## src/rtl/mux2_rr_arbiter.sv

```systemverilog
// Two-requester round-robin arbiter steering one valid/ready stream through a 2:1 select.
// Grants are held per packet (released on last) with a beat cap that forces rotation.
module mux2_rr_arbiter #(
    parameter int WIDTH     = 8,
    parameter int MAX_BURST = 4
) (
    input  logic             clk,
    input  logic             rst,
    input  logic             req0_valid,
    input  logic [WIDTH-1:0] req0_data,
    input  logic             req0_last,
    output logic             req0_ready,
    input  logic             req1_valid,
    input  logic [WIDTH-1:0] req1_data,
    input  logic             req1_last,
    output logic             req1_ready,
    output logic             out_valid,
    output logic [WIDTH-1:0] out_data,
    output logic             out_last,
    input  logic             out_ready,
    output logic             sel,
    output logic [1:0]       grant
);

    localparam int CW = $clog2(MAX_BURST + 1);

    typedef enum logic [1:0] {
        IDLE = 2'd0,
        GNT0 = 2'd1,
        GNT1 = 2'd2
    } state_t;

    state_t          state;
    logic [CW-1:0]   cnt;
    logic            last_served;

    logic [1:0]      vld;
    logic [1:0]      lst;
    logic            owner;
    logic            cur_valid;
    logic            cur_last;
    logic            xfer;
    logic [CW-1:0]   cnt_inc;
    logic            rel;

    assign vld = {req1_valid, req0_valid};
    assign lst = {req1_last, req0_last};

    assign grant     = {state == GNT1, state == GNT0};
    assign owner     = (state == GNT1);
    assign cur_valid = vld[owner];
    assign cur_last  = lst[owner];

    // Readies and valid are gated by rst so nothing handshakes during a reset cycle.
    assign out_valid  = !rst && (|grant) && cur_valid;
    assign req0_ready = !rst && grant[0] && out_ready;
    assign req1_ready = !rst && grant[1] && out_ready;

    assign out_data = sel ? req1_data : req0_data;
    assign out_last = (sel ? req1_last : req0_last) & (|grant);

    assign xfer    = out_valid && out_ready;
    assign cnt_inc = cnt + 1'b1;
    // A last beat that also hits the cap is still one release.
    assign rel     = xfer && (cur_last || (cnt_inc == CW'(MAX_BURST)));

    always_ff @(posedge clk) begin
        if (rst) begin
            state       <= IDLE;
            sel         <= 1'b0;
            cnt         <= '0;
            last_served <= 1'b1;
        end else begin
            case (state)
                IDLE: begin
                    if (vld == 2'b11) begin
                        if (last_served) begin
                            state <= GNT0;
                            sel   <= 1'b0;
                        end else begin
                            state <= GNT1;
                            sel   <= 1'b1;
                        end
                    end else if (vld[0]) begin
                        state <= GNT0;
                        sel   <= 1'b0;
                    end else if (vld[1]) begin
                        state <= GNT1;
                        sel   <= 1'b1;
                    end
                end
                GNT0, GNT1: begin
                    if (rel) begin
                        cnt         <= '0;
                        last_served <= owner;
                        // Hand straight to a waiting peer to avoid an idle bubble.
                        if (vld[!owner]) begin
                            state <= owner ? GNT0 : GNT1;
                            sel   <= !owner;
                        end else begin
                            state <= IDLE;
                        end
                    end else if (xfer) begin
                        cnt <= cnt_inc;
                    end
                end
                default: begin
                    state <= IDLE;
                    cnt   <= '0;
                end
            endcase
        end
    end

endmodule

```

## config.mk

```make
export PLATFORM = sky130hd
export DESIGN_NAME = mux2_rr_arbiter
export DESIGN_NICKNAME = d
export VERILOG_FILES = /design/src/rtl/mux2_rr_arbiter.sv
export SDC_FILE = /design/constraint.sdc
export NUM_CORES = 1
export LEC_CHECK = 0
export CAP_MARGIN = 30
export CORE_MARGIN = 10
export CORE_UTILIZATION = 39
export DETAILED_ROUTE_END_ITERATION = 7
export PLACE_DENSITY = 0.8
export RECOVER_POWER = 50
export SYNTH_ARGS = -nofsm -noshare
export SYNTH_HDL_FRONTEND = slang
export SYNTH_SLANG_ARGS = --single-unit
```

## constraint.sdc

```tcl
create_clock -name clk -period 3.6 [get_ports clk]
set_clock_uncertainty 0.1 [all_clocks]
set_input_delay 0.72 -clock clk [delete_from_list [all_inputs] [get_ports clk]]
set_output_delay 0.72 -clock clk [all_outputs]
set_load 0.01 [all_outputs]
```

== Word-level counts from Yosys, hierarchy flattened ==
Cells that the tools add are included.

* Add/subtract/negate cells: 1
* Multipliers: 0
* Divide/modulo/power cells: 0
* $lt $le $gt $ge: 2
* Equal/unequal tests: 8
* Shifts and indexed selects: 0
* Multiplexer cells: 26
* Bitwise logic cells: 2
* Reduce and logical (&&, ||, !) cells: 18

{| class="wikitable"
|+ Operators by type and width
! kind !! count
|-
| 2-to-1 mux 2 bit || 7
|-
| 2-to-1 mux 1 bit || 13
|-
| logical AND 1 bit || 8
|-
| 2-to-1 mux 8 bit || 1
|-
| 2-to-1 mux 3 bit || 2
|-
| one-hot mux 3 bit (2 select lines) || 1
|-
| AND reduction 2 bit || 3
|-
| equality test 2 bit, second input constant || 2
|-
| less-than comparator 1 x 2 -> 1 bit, second input constant || 2
|-
| != test 4 bit, second input constant || 1
|-
| one-hot mux 2 bit (2 select lines) || 1
|-
| AND reduction 4 bit || 1
|-
| adder 3 x 1 -> 3 bit, second input constant || 1
|-
| equality test 3 bit, second input constant || 1
|-
| != test 3 bit, second input constant || 1
|-
| equality test 2 x 1 -> 1 bit, second input constant || 1
|-
| logical NOT 1 bit || 2
|-
| logical NOT 2 bit || 1
|-
| != test 2 x 1 -> 1 bit, second input constant || 1
|-
| != test 2 bit, second input constant || 1
|-
| one-hot mux 1 bit (2 select lines) || 1
|-
| nonzero test 2 bit || 1
|-
| OR reduction 2 bit || 1
|-
| bitwise AND 1 bit || 1
|-
| other kinds (2) || 2
|}

* Register bits after elaboration: 7
* Bits in latches: 0
* Memory bits (writable): 0
* ROM bits: 0
* Output and inout port bits: 15
* Memories: 0

== Longest topological paths before layout ==
* Depth after elaboration: 8
* Depth in mapped cells: 6

== Worst setup path before layout ==
OpenSTA, ideal clock, no wires.

* Path type: reg2out
* Start point: reg state[0]
* End point: out out_valid
* Data arrival time: 1242 ps
* Slack: 1538 ps
* Stages on the path, launching flop included: 5
* Path buffers: 0
* Path through: dfxtp_1 -> inv_1 -> ha_1 -> mux2_4 -> and3_2

* Cells in the longest elaborated chain, start to end: 4

{| class="wikitable"
|+ Ends and longest elaborated chain
! element !! RTL line !! text
|-
| start, declared || 33 || <nowiki>state_t state;</nowiki>
|-
| start signal, assigned || 98 || <nowiki>state <= owner ? GNT0 : GNT1;</nowiki>
|-
| equality test 2 bit / equality test 2 x 1 -> 1 bit (equally long branches) || 49, 50 ||
|-
| 2-to-1 mux 1 bit (implied by the code) / OR reduction 2 bit (equally long branches) || 51, 55 ||
|-
| 2-to-1 mux 1 bit (implied by the code) / logical AND 1 bit (equally long branches) || 51, 55 ||
|-
| logical AND 1 bit * || 55 || <nowiki>assign out_valid = !rst && (|grant) && cur_valid;</nowiki>
|-
| end, declared || 17 || <nowiki>output logic out_valid,</nowiki>
|}

Mark *: on every way between the ends. The rest lies on a longest branch, timed or not. The select of a mux whose other input is x is not followed.

== Worst setup path in the final report ==
* Start point: in req0_valid
* End point: out out_valid

* Cells in the longest elaborated chain, start to end: 3

{| class="wikitable"
|+ Ends and longest elaborated chain
! element !! RTL line !! text
|-
| start, declared || 9 || <nowiki>input logic req0_valid,</nowiki>
|-
| 2-to-1 mux 1 bit (implied by the code) (2 in a row) || 51 || <nowiki>assign cur_valid = vld[owner];</nowiki>
|-
| logical AND 1 bit || 55 ||
|}

Every way passes these cells. The select of a mux whose other input is x is not followed.

==> results.json <==
{
  "firstDrtPassIters": 4,
  "path_clk_slew_ns": 0.05,
  "via_per_inst": 5.54,
  "fp-row-count": 15,
  "io_pins": 38,
  "critPathMostFrequentCell": "clkdlybuf4s50_1",
  "post_cts.repair.setup_buffers": 0,
  "hold_buffers": 0,
  "fin_crit_ns": 3.07,
  "wl_um": 2300,
  "port_buffers": 37,
  "synth_flop_cell": "dfxtp_1",
  "fmax_ghz": 0.325,
  "die_area_um2": 3920,
  "setup_viol": 0,
  "arrival_ns": 2.25,
  "gp_congestion": 0.901,
  "antenna_found_initial": 0,
  "post-route-drc-count": 0,
  "cts_tree": "yes",
  "ctsResizeCount": 0,
  "die_w_um": 62.6,
  "avgSynthCellArea_um2": 8.74,
  "drtIter0Drc": 11,
  "initial_utilization_pct": 41.0,
  "clock_sinks": 7,
  "synth_edf_count": 0,
  "fin_cells": 145,
  "synth_seq_cells": 7,
  "reg2reg_from": "state[0]$_SDFFE_PP0P_",
  "die_h_um": 62.6,
  "syn_inst": 81,
  "nNetsFinal": 151,
  "use_met3_pct": 4.66,
  "vias": 804,
  "top_usage_layer": "met2",
  "grt.met2_usage_pct": 19.4,
  "worst_hold_slack_ns": 0.416,
  "worst_pin_slew_ns": 0.443,
  "drv_slew": 0,
  "cp-end-kind": "output pin",
  "hp-class": "reg2reg",
  "clockBufferDepth": 2,
  "slowest_stage": "clkdlybuf4s50_1",
  "antenna_left": 0,
  "use_met1_pct": 13.5,
  "drive_above_1_share_pct": 15.0,
  "period_share_pct": 85.4,
  "grt-ovfl-total": 0,
  "grt_max_degree": 12,
  "syn_area_um2": 708,
  "core-area_um2": 1730,
  "clock_latency_ns": 0.26,
  "crit_family": "buffers and inverters",
  "criticalPathCategory": "in2out",
  "rrSetupSlack_ns": 1.43,
  "ys_warn_count": 0,
  "grt_first_pass_wirelength_um": 3800,
  "diodes": 0,
  "wl_per_cell_um": 15.8,
  "cap_violations": 0,
  "required_ns": 2.78,
  "path_max_fanout": 7,
  "area_growth_pct": 58.1,
  "rsz0062_at_grt": "false",
  "htree_levels": 1,
  "cp-startpoint": "req0_valid",
  "hp-start": "cnt[0]$_SDFFE_PP0P_",
  "ys_types": 37,
  "p_leak_nw": 0.451,
  "track_usage_pct": 11.8,
  "hold_viol_final": 0,
  "synth_nets": 111,
  "status": "completed",
  "critPathBufInv": 2,
  "critPathLaunchType": "primary input",
  "relSlewSlack_pct": 70.5,
  "synthArstFlopShare_pct": 0,
  "irDropWorstVdd_mv": 0.349,
  "dpl.hpwl_um": 1970,
  "grt_pass1_vias": 788,
  "power_density_nw_per_um2": 515,
  "cts-root-buf": "clkbuf_4",
  "cts_made_buffers": 3,
  "crit_path_max_incr_delay_ns": 0.51,
  "seq_area_frac_synth_pct": 19.8,
  "path_cells": "clkdlybuf4s50_1 > mux2_4 > and3_2 > clkdlybuf4s50_1",
  "place_inst": 141,
  "fin_setup_tns_ns": 0
}
[registers in the layout, summed over array words and instances (netlist names)]
| name | cells |
|---|---|
| sel | 1 |
| cnt | 3 |
| last_served | 1 |
| state | 2 |
[per-stage QoR]
step / utilization (%) / power, mW / setup slack (ns) / instance area (um^2)
floorplan: - / 0.364 / 1.54 / 708
global placement: 63.6 / 0.514 / 0.543 / 1100
detailed placement: 63.6 / 0.521 / 0.525 / 1100
CTS: 65.1 / 0.596 / 0.519 / 1120
global route: 64.9 / 0.622 / 0.460 / 1120
finish: 64.9 / 0.577 / 0.526 / 1120
[worst register-to-register path, cell delays in order, from the launching register on]
cell and delay, ns:
dfxtp_1 0.37, inv_1 0.09, ha_1 0.39, inv_1 0.19, a211oi_1 0.10, or3_2 0.49, o41ai_1 0.33
[synthesized netlist by cell type, types with 2 or more instances]
cell / count / area [um^2]
a211oi_1: 2 / 15.0
a21oi_1: 3 / 15.0
dfxtp_1: 7 / 140
ha_1: 7 / 87.6
inv_1: 6 / 22.5
mux2_2: 9 / 101
mux2i_1: 3 / 30.0
nand2_1: 6 / 22.5
nand3_1: 2 / 10.0
nor2_1: 3 / 11.3
o21ai_0: 5 / 25.0
o311ai_0: 2 / 17.5
o32ai_1: 2 / 17.5
[cells in the final DEF, fill, tap and decap left out, drive strengths merged, types with 3 or more instances in the layout]
cell type	instances
a21oi	4
clkbuf	4
clkdlybuf4s50	32
dfxtp	7
dlygate4sd3	5
ha	7
inv	6
mux2	10
mux2i	3
nand2	6
nor2	3
o21ai	5
[worst paths after layout]
check	endpoint	cells after the start
min reg2reg	cnt[0]$_SDFFE_PP0P_	2
min	cnt[0]$_SDFFE_PP0P_	2
max	out_valid	4
max reg2reg	state[0]$_SDFFE_PP0P_	6
[cells by family after synthesis]
kind of cell | synth area share [%]
XOR/XNOR | 1.24
AND/OR/NAND/NOR | 18.0
adder cells (fa/ha/maj) | 12.4
buffers and inverters | 4.77
flip-flops | 19.8
AO/OA/AOI/OAI | 23.1
multiplexers | 20.7
[layer usage]
metal,share of wire [%],up-vias
li1,-,386
met1,45,371
met2,46,43
met3,7.2,4
met4,1.5,0
met5,0,-
[final cells by class]
cell class	count	area [um^2]
Clock buffer	4	26.3
Inverter	6	22.5
Tap cell	25	31.3
Fill cell	169	607
Multi-Input combinational cell	66	529
Sequential cell	7	140
Timing Repair Buffer	37	370
[where the power goes]
group / total, mW / internal, mW / switching (mW) / leakage [nW]
registers: 0.116 / 0.0917 / 0.0247 / 0.0570
logic: 0.389 / 0.203 / 0.185 / 0.379
clock network: 0.0717 / 0.0423 / 0.0294 / 0.0150
No activity file was read; power rests on OpenSTA's default activity.
